$ cat config.mk
export PLATFORM = sky130hd
export DESIGN_NAME = muldiv_unit
export DESIGN_NICKNAME = d
export VERILOG_FILES = /design/src/rtl/muldiv_unit.sv
export SDC_FILE = /design/constraint.sdc
export NUM_CORES = 1
export LEC_CHECK = 0
export CAP_MARGIN = 30
export CORE_UTILIZATION = 54
export CTS_BUF_LIST = sky130_fd_sc_hd__clkbuf_2
export DETAILED_ROUTE_END_ITERATION = 10
export PLACE_DENSITY_LB_ADDON = 0.08
export SYNTH_ARGS = -nofsm -noshare
export SYNTH_HDL_FRONTEND = slang
export SYNTH_SLANG_ARGS = --single-unit
$ cat constraint.sdc
create_clock -name clk -period 6.05 [get_ports clk]
set_input_delay 1.21 -clock clk [delete_from_list [all_inputs] [get_ports clk]]
set_output_delay 1.21 -clock clk [all_outputs]
set_load 0.01 [all_outputs]
$ cat src/rtl/muldiv_unit.sv
// Iterative RV32M/RV64M multiply/divide unit: shift-add multiplier and restoring divider on one datapath.
// Define MULDIV_FAST_MUL_EN to compute multiplies combinationally in a single cycle.
module muldiv_unit #(
   parameter int XLEN  = 32,
   parameter int CNT_W = $clog2(XLEN) + 1
) (
   input  logic            clk,
   input  logic            rst,
   input  logic            in_valid,
   output logic            in_ready,
   input  logic [XLEN-1:0] operand_a,
   input  logic [XLEN-1:0] operand_b,
   input  logic [2:0]      func,
   output logic            out_valid,
   input  logic            out_ready,
   output logic [XLEN-1:0] result
);

   // state  | meaning
   // IDLE   | waiting for an op, in_ready high
   // CALC   | XLEN iterations of shift-add or restoring divide
   // FIX    | sign correction and result select
   // DONE   | result held until out_ready
   localparam logic [1:0] S_IDLE = 2'd0;
   localparam logic [1:0] S_CALC = 2'd1;
   localparam logic [1:0] S_FIX  = 2'd2;
   localparam logic [1:0] S_DONE = 2'd3;

   localparam logic [XLEN-1:0] MOST_NEG = {1'b1, {(XLEN-1){1'b0}}};

   logic [1:0]       state;
   logic [CNT_W-1:0] cnt;
   logic [XLEN-1:0]  acc_hi, acc_lo, opb;
   logic [2:0]       fn;
   logic             neg_main, neg_rem;

   assign in_ready  = (state == S_IDLE);
   assign out_valid = (state == S_DONE);

   logic            sa_en, sb_en, sign_a, sign_b, div_zero, div_ovf;
   logic [XLEN-1:0] mag_a, mag_b, special_res;

   assign sa_en    = func[2] ? ~func[0] : (func[1:0] != 2'b11);
   assign sb_en    = func[2] ? ~func[0] : ~func[1];
   assign sign_a   = sa_en & operand_a[XLEN-1];
   assign sign_b   = sb_en & operand_b[XLEN-1];
   assign mag_a    = sign_a ? -operand_a : operand_a;
   assign mag_b    = sign_b ? -operand_b : operand_b;
   assign div_zero = func[2] && (operand_b == '0);
   assign div_ovf  = func[2] && !func[0] && (operand_a == MOST_NEG) && (operand_b == '1);

   always_comb begin
      special_res = '0;
      if (div_zero)
         special_res = func[1] ? operand_a : '1;
      else if (div_ovf)
         special_res = func[1] ? '0 : operand_a;
   end

`ifdef MULDIV_FAST_MUL_EN
   logic [2*XLEN-1:0] fast_a, fast_b, fast_prod;
   logic [XLEN-1:0]   fast_res;
   assign fast_a    = {{XLEN{sa_en & operand_a[XLEN-1]}}, operand_a};
   assign fast_b    = {{XLEN{sb_en & operand_b[XLEN-1]}}, operand_b};
   assign fast_prod = fast_a * fast_b;
   assign fast_res  = (func[1:0] == 2'b00) ? fast_prod[XLEN-1:0] : fast_prod[2*XLEN-1:XLEN];
`endif

   // Multiply: {acc_hi,acc_lo} is the product with the multiplier shifting out of acc_lo.
   // Divide: acc_hi is the partial remainder, acc_lo shifts dividend out and quotient in.
   logic [XLEN:0]   mul_sum, div_sh;
   logic [XLEN-1:0] div_diff;
   logic            div_ge;

   assign mul_sum  = {1'b0, acc_hi} + (acc_lo[0] ? {1'b0, opb} : '0);
   assign div_sh   = {acc_hi, acc_lo[XLEN-1]};
   assign div_ge   = (div_sh >= {1'b0, opb});
   assign div_diff = div_sh[XLEN-1:0] - opb;

   logic [2*XLEN-1:0] prod_fix;
   logic [XLEN-1:0]   quo_fix, rem_fix, fix_res;

   assign prod_fix = neg_main ? -{acc_hi, acc_lo} : {acc_hi, acc_lo};
   assign quo_fix  = neg_main ? -acc_lo : acc_lo;
   assign rem_fix  = neg_rem  ? -acc_hi : acc_hi;

   always_comb begin
      fix_res = '0;
      if (fn[2])
         fix_res = fn[1] ? rem_fix : quo_fix;
      else if (fn[1:0] == 2'b00)
         fix_res = prod_fix[XLEN-1:0];
      else
         fix_res = prod_fix[2*XLEN-1:XLEN];
   end

   always_ff @(posedge clk or posedge rst) begin
      if (rst) begin
         state    <= S_IDLE;
         cnt      <= '0;
         acc_hi   <= '0;
         acc_lo   <= '0;
         opb      <= '0;
         fn       <= '0;
         neg_main <= 1'b0;
         neg_rem  <= 1'b0;
         result   <= '0;
      end else begin
         case (state)
            S_IDLE: begin
               if (in_valid) begin
                  fn       <= func;
                  neg_main <= sign_a ^ sign_b;
                  neg_rem  <= sign_a;
                  if (div_zero || div_ovf) begin
                     result <= special_res;
                     state  <= S_DONE;
                  end
`ifdef MULDIV_FAST_MUL_EN
                  else if (!func[2]) begin
                     result <= fast_res;
                     state  <= S_DONE;
                  end
`endif
                  else begin
                     acc_hi <= '0;
                     acc_lo <= mag_a;
                     opb    <= mag_b;
                     cnt    <= CNT_W'(XLEN);
                     state  <= S_CALC;
                  end
               end
            end
            S_CALC: begin
               if (fn[2]) begin
                  acc_hi <= div_ge ? div_diff : div_sh[XLEN-1:0];
                  acc_lo <= {acc_lo[XLEN-2:0], div_ge};
               end else begin
                  acc_hi <= mul_sum[XLEN:1];
                  acc_lo <= {mul_sum[0], acc_lo[XLEN-1:1]};
               end
               cnt <= cnt - CNT_W'(1);
               if (cnt == CNT_W'(1))
                  state <= S_FIX;
            end
            S_FIX: begin
               result <= fix_res;
               state  <= S_DONE;
            end
            default: begin
               if (out_ready)
                  state <= S_IDLE;
            end
         endcase
      end
   end

endmodule

# Word level (Yosys, flattened, before mapping)
# Cells that the tools add are included.
# Widths: inputs -> output; s select.
# word_totals
register_bits,141
inputBits,71
out_inout_bits,34
# op_classes
n_bitwise,6
n_lt_le_gt_ge,1
muxes,35
reduce_logical,17
eq_ne,11
add_sub_neg,8
# ops
operator,count
$mux 32,21
$pmux 32 s2,3
$neg 32->32,4
$eq 32x32->1 const B,2
$mux 64,1
$neg 64->64,1
$add 32x32->33,1
$ge 33x32->1,1
$logic_not 32->1,1
$sub 32x32->32,1
$mux 6,2
$pmux 6 s2,1
$reduce_and 3->1,4
$mux 2,4
$ne 2x2->1 const B,4
$eq 6x1->1 const B,1
$pmux 2 s3,1
$sub 6x1->6 const B,1
$eq 2x2->1 const B,2
$logic_and 1x1->1,4
$logic_not 2->1,2
$reduce_bool 2->1,2
$reduce_bool 4->1,1
$not 1->1,3
8 further kinds,10

# Depth between registers and ports, before layout
# logic_depth
ltp_word,9
ltp_mapped,16
depth_no_buf,14

# Least setup slack after synthesis
# Ideal clock, no wire load.
# synth_path
path_kind,input -> register
start,input operand_b[6]
end,register acc_hi[23]
path_stages,12
t_arrival_ns,3.699
path_buffers,2
slack_ns,2.220
path_cell_list,clkbuf_1 > or4_1 > or3_1 > nor2_1 > and4b_1 > nor3_2 > nand2b_4 > nand2_2 > nor2_2 > buf_4 > a222oi_1 > nand2_1
# synth_via
elab_chain_cells,5
elab_cells_between_ends,7
# synth_rtl
element,line_no,text
"start, declared",12,"input logic [XLEN-1:0] operand_b,"
$eq 32x32->1 / $logic_not 32->1 (equally long branches),"50, 49",
$logic_and 1x1->1 (on tied branches),"50, 49",
$logic_or 1x1->1 (*),115,if (div_zero || div_ovf) begin
$ne 2x2->1 (no source line) (*),n/a,
$reduce_and 3->1 (no source line) (*),n/a,
"end signal, assigned",136,acc_hi <= div_ge ? div_diff : div_sh[XLEN-1:0];
"end signal, assigned",139,acc_hi <= mul_sum[XLEN:1];
"end, declared",33,"logic [XLEN-1:0] acc_hi, acc_lo, opb;"
# Every way passes the cells marked *; elsewhere a longest branch is shown, timed or not.
# A chain may end at the register's enable or synchronous reset.

# Final worst setup path
# layout_path
start,input operand_a[18]
end,register acc_lo[18]
# layout_via
elab_chain_cells,6
elab_cells_between_ends,11
# layout_rtl
element,line_no,text
"start, declared",11,"input logic [XLEN-1:0] operand_a,"
branches (longest 6 deep; another with $neg 32->32),n/a,
"end signal, assigned",127,acc_lo <= mag_a;
"end signal, assigned",137,"acc_lo <= {acc_lo[XLEN-2:0], div_ge};"
"end signal, assigned",140,"acc_lo <= {mul_sum[0], acc_lo[XLEN-1:1]};"
"end, declared",33,
# Parallel ways; which one is timed is not known. The select of a mux whose other input is x is not followed.

==> flow_metrics.tcl <==
set metrics [dict create \
    core_area_mm2 0.0259 \
    r2r-start "acc_hi[2]" \
    yosys.area_share.simple_pct 20.4 \
    met1_length_mm 20.9 \
    cts_buffers 17 \
    synth_top_area_share_pct 24.8 \
    io_buffer_count 104 \
    cap_viol_max_count 0 \
    synthAdderAreaFrac_pct 6.97 \
    dieArea_mm2 0.0270 \
    num_rows 59 \
    vias_per_cell 6.40 \
    worst-path-max-fanout 62 \
    async_flop_share_pct 100 \
    r2r_cells 11 \
    ctsHoldBuffers 0 \
    ys_ff_latch 141 \
    hold_viol_final 0 \
    track_usage_pct 36.4 \
    final_cell_area_mm2 0.0157 \
    holdPathStages 2 \
    cts_tree "built" \
    synth-edff-count 0 \
    synth_flop_cell "dfrtp_1" \
    cts_buffer_depth 2 \
    multi_input_area_mm2 0.00995 \
    dr_wl_met2_mm 22.3 \
    drt_wl_total_mm 48.4 \
    drive_gt1_share_pct 5.20 \
    worstPathArrival_ns 5.10 \
    rsz0062_at_grt "no" \
    cp_common_cell "buf_4" \
    grt_max_degree 64 \
    grt_pass1_vias 13500 \
    synth.area.mux_share_pct 4.35 \
    leakage_nw 6.55 \
    clockRootBuffer "clkbuf_2" \
    slew_headroom_pct 34.4 \
    whs_ns 0.516 \
    setup_viol 0 \
    setup_tns_ns 0 \
    hp-class "register to register" \
    power_density_mw_per_mm2 521 \
    n_fill_cell 2453 \
    crit_chain "clkdlybuf4s50_1 -> or4_1 -> nor4_1 -> nand4_1 -> o32a_4 -> a21boi_4 -> buf_4 -> buf_4 -> o21ai_0" \
    clock-sinks 141 \
    status "complete, no violations" \
    end_kind "register" \
    floorplan.initialDensity_pct 54.9 \
    cp.required_ns 6.70 \
    antenna_left 0 \
    synth_top_family_by_area "compound AO/OA/AOI/OAI gates" \
    wire_per_inst_um 21.4 \
    cp-startpoint "operand_a[18]" \
    nNetsFinal 2059 \
    synth_compound_area_share_pct 26.2 \
    synth_top_cells_by_count "254 x nand2_1, 194 x o21ai_0, 166 x a21oi_1" \
    dp_hpwl_mm 37.1 \
    io_pins 105 \
    cp-start-kind "input pin" \
    finalMaxSlewViolations 0 \
    syn_to_final_growth_pct 10.2 \
    drt_iter0_drc 1415 \
    synth.distinct_cells 80 \
    dp_cells 2226 \
    postCtsSetupBuffers 0 \
    synth_warnings 0 \
    insertion_delay_ns 0.82 \
    synth.most_common_cell "nand2_1" \
    peakVddDrop_mv 0.359 \
    yosysSeqAreaShare_pct 24.8 \
    grt_overflow_total 0 \
    yosys.area_share.xor_xnor_pct 11.8 \
    path_clk_slew_ns 0.22 \
    syn_area_mm2 0.0142 \
    period_needed_ns 4.45 \
    die_w_um 164 \
    ys_top_cells_by_area "dfrtp_1 25%, o21ai_0 6.8%, nand2_1 6.7%, ha_1 6.7%, xnor2_1 6.4%" \
    instances_no_fill 2259 \
    highest_layer "met4" \
    grt_pass1_wl_mm 75.7 \
    syn_nets 2035 \
    drc_errors 0 \
    fin_worst_skew_ns 0.0705 \
    crit_type "input pin to register" \
    cts_resized 0 \
    cpMaxStageDelayCell "or4_1" \
    worst_slew_pin_slew_ns 0.985 \
    antenna_found_initial 2 \
    postSynthCellCount 1886 \
    max_freq_mhz 225 \
    placed_area_mm2 0.0154 \
    vias 14500 \
    regArea_mm2 0.00353 \
    gp_congestion 0.982 \
    avgSynthCellArea_um2 7.54 \
    period_share_pct 73.6 \
    cts_htree_levels 4 \
    min_from "result[12]" \
    crit_path_max_incr_delay_ns 0.62 \
    wl_met3_mm 3.26 \
    dieHeight_um 164 \
    first_pass_iters 8 \
    yosys.area.top_type "dfrtp_1" \
]
layout make-up:
| cell class | instances | area share [%] |
|---|---|---|
| clock inverter | 15 | 1.03 |
| timing repair buffer | 128 | 7.84 |
| clock buffer | 17 | 0.543 |
| antenna | 1 | 0.0160 |
| inverter | 77 | 1.88 |
| tap | 335 | 2.67 |
| multi-input combinational | 1545 | 63.5 |
| sequential | 141 | 22.5 |
state kept, by name, indices dropped and copies added, names as in the netlist:
signal,cells
acc_hi,32
acc_lo,32
cnt,6
fn,3
neg_main,1
neg_rem,1
opb,32
result,32
state,2
routing by layer:
metal | vias to the layer above | track usage [%]
li1 | 6831 | -
met1 | 6924 | 48.6
met2 | 613 | 59.8
met3 | 99 | 4.29
met4 | 0 | 14.4
met5 | - | 0
per-stage QoR:
stage / power [mW] / util [%] / worst slack, ns
final: 8.17 / 60.5 / 1.60
after global routing: 8.83 / 60.5 / 1.52
after CTS: 8.08 / 60.5 / 1.66
after detailed placement: 7.45 / 59.5 / 0.817
after global placement: 7.35 / 59.4 / 0.936
after floorplan: 5.80 / - / 1.06
path summary, 6_finish.rpt:
check / to / slack, ns
max: acc_lo[18] / 1.60
min: result[12] / 0.52
max reg2reg: acc_hi[29] / 1.89
min reg2reg: result[12] / 0.52
max in group asynchronous: acc_lo[12] / 4.14
min in group asynchronous: opb[20] / 0.77
critical path: cells and delay by family:
kind                   cells  cell delay, ns
AND/OR/NAND/NOR            3            1.69
buffers and inverters      3            1.46
AO/OA/AOI/OAI              3            0.71
report_power, final:
group / internal [mW] / switching, mW / leakage, nW / total [mW]
registers: 1.35 / 0.676 / 1.78 / 2.03
clock network: 0.175 / 0.452 / 0.155 / 0.626
logic: 2.16 / 3.35 / 4.61 / 5.52
placed cells by master, fill, tap and decap left out, drive strengths merged, types with 32 or more instances in the layout:
cell           netlist  layout
nor2               154     154
clkdlybuf4s50        0     104
dfrtp              141     141
nand2              255     255
o21ai              202     202
xnor2              104     104
or3                 32      32
ha                  76      76
a21oi              166     166
inv                 77      89
o31ai               52      52
mux2i               54      54
xor2                88      88
cell families after synthesis:
logic type,count (synthesis)
DFF,141
xor gates and xnor gates,192
adders and majority gates,78
and+or+nand+nor,617
AOI/OAI and AO/OA,597
buffers and inverters,200
muxes,61
Power figures use the tool's default switching activity.
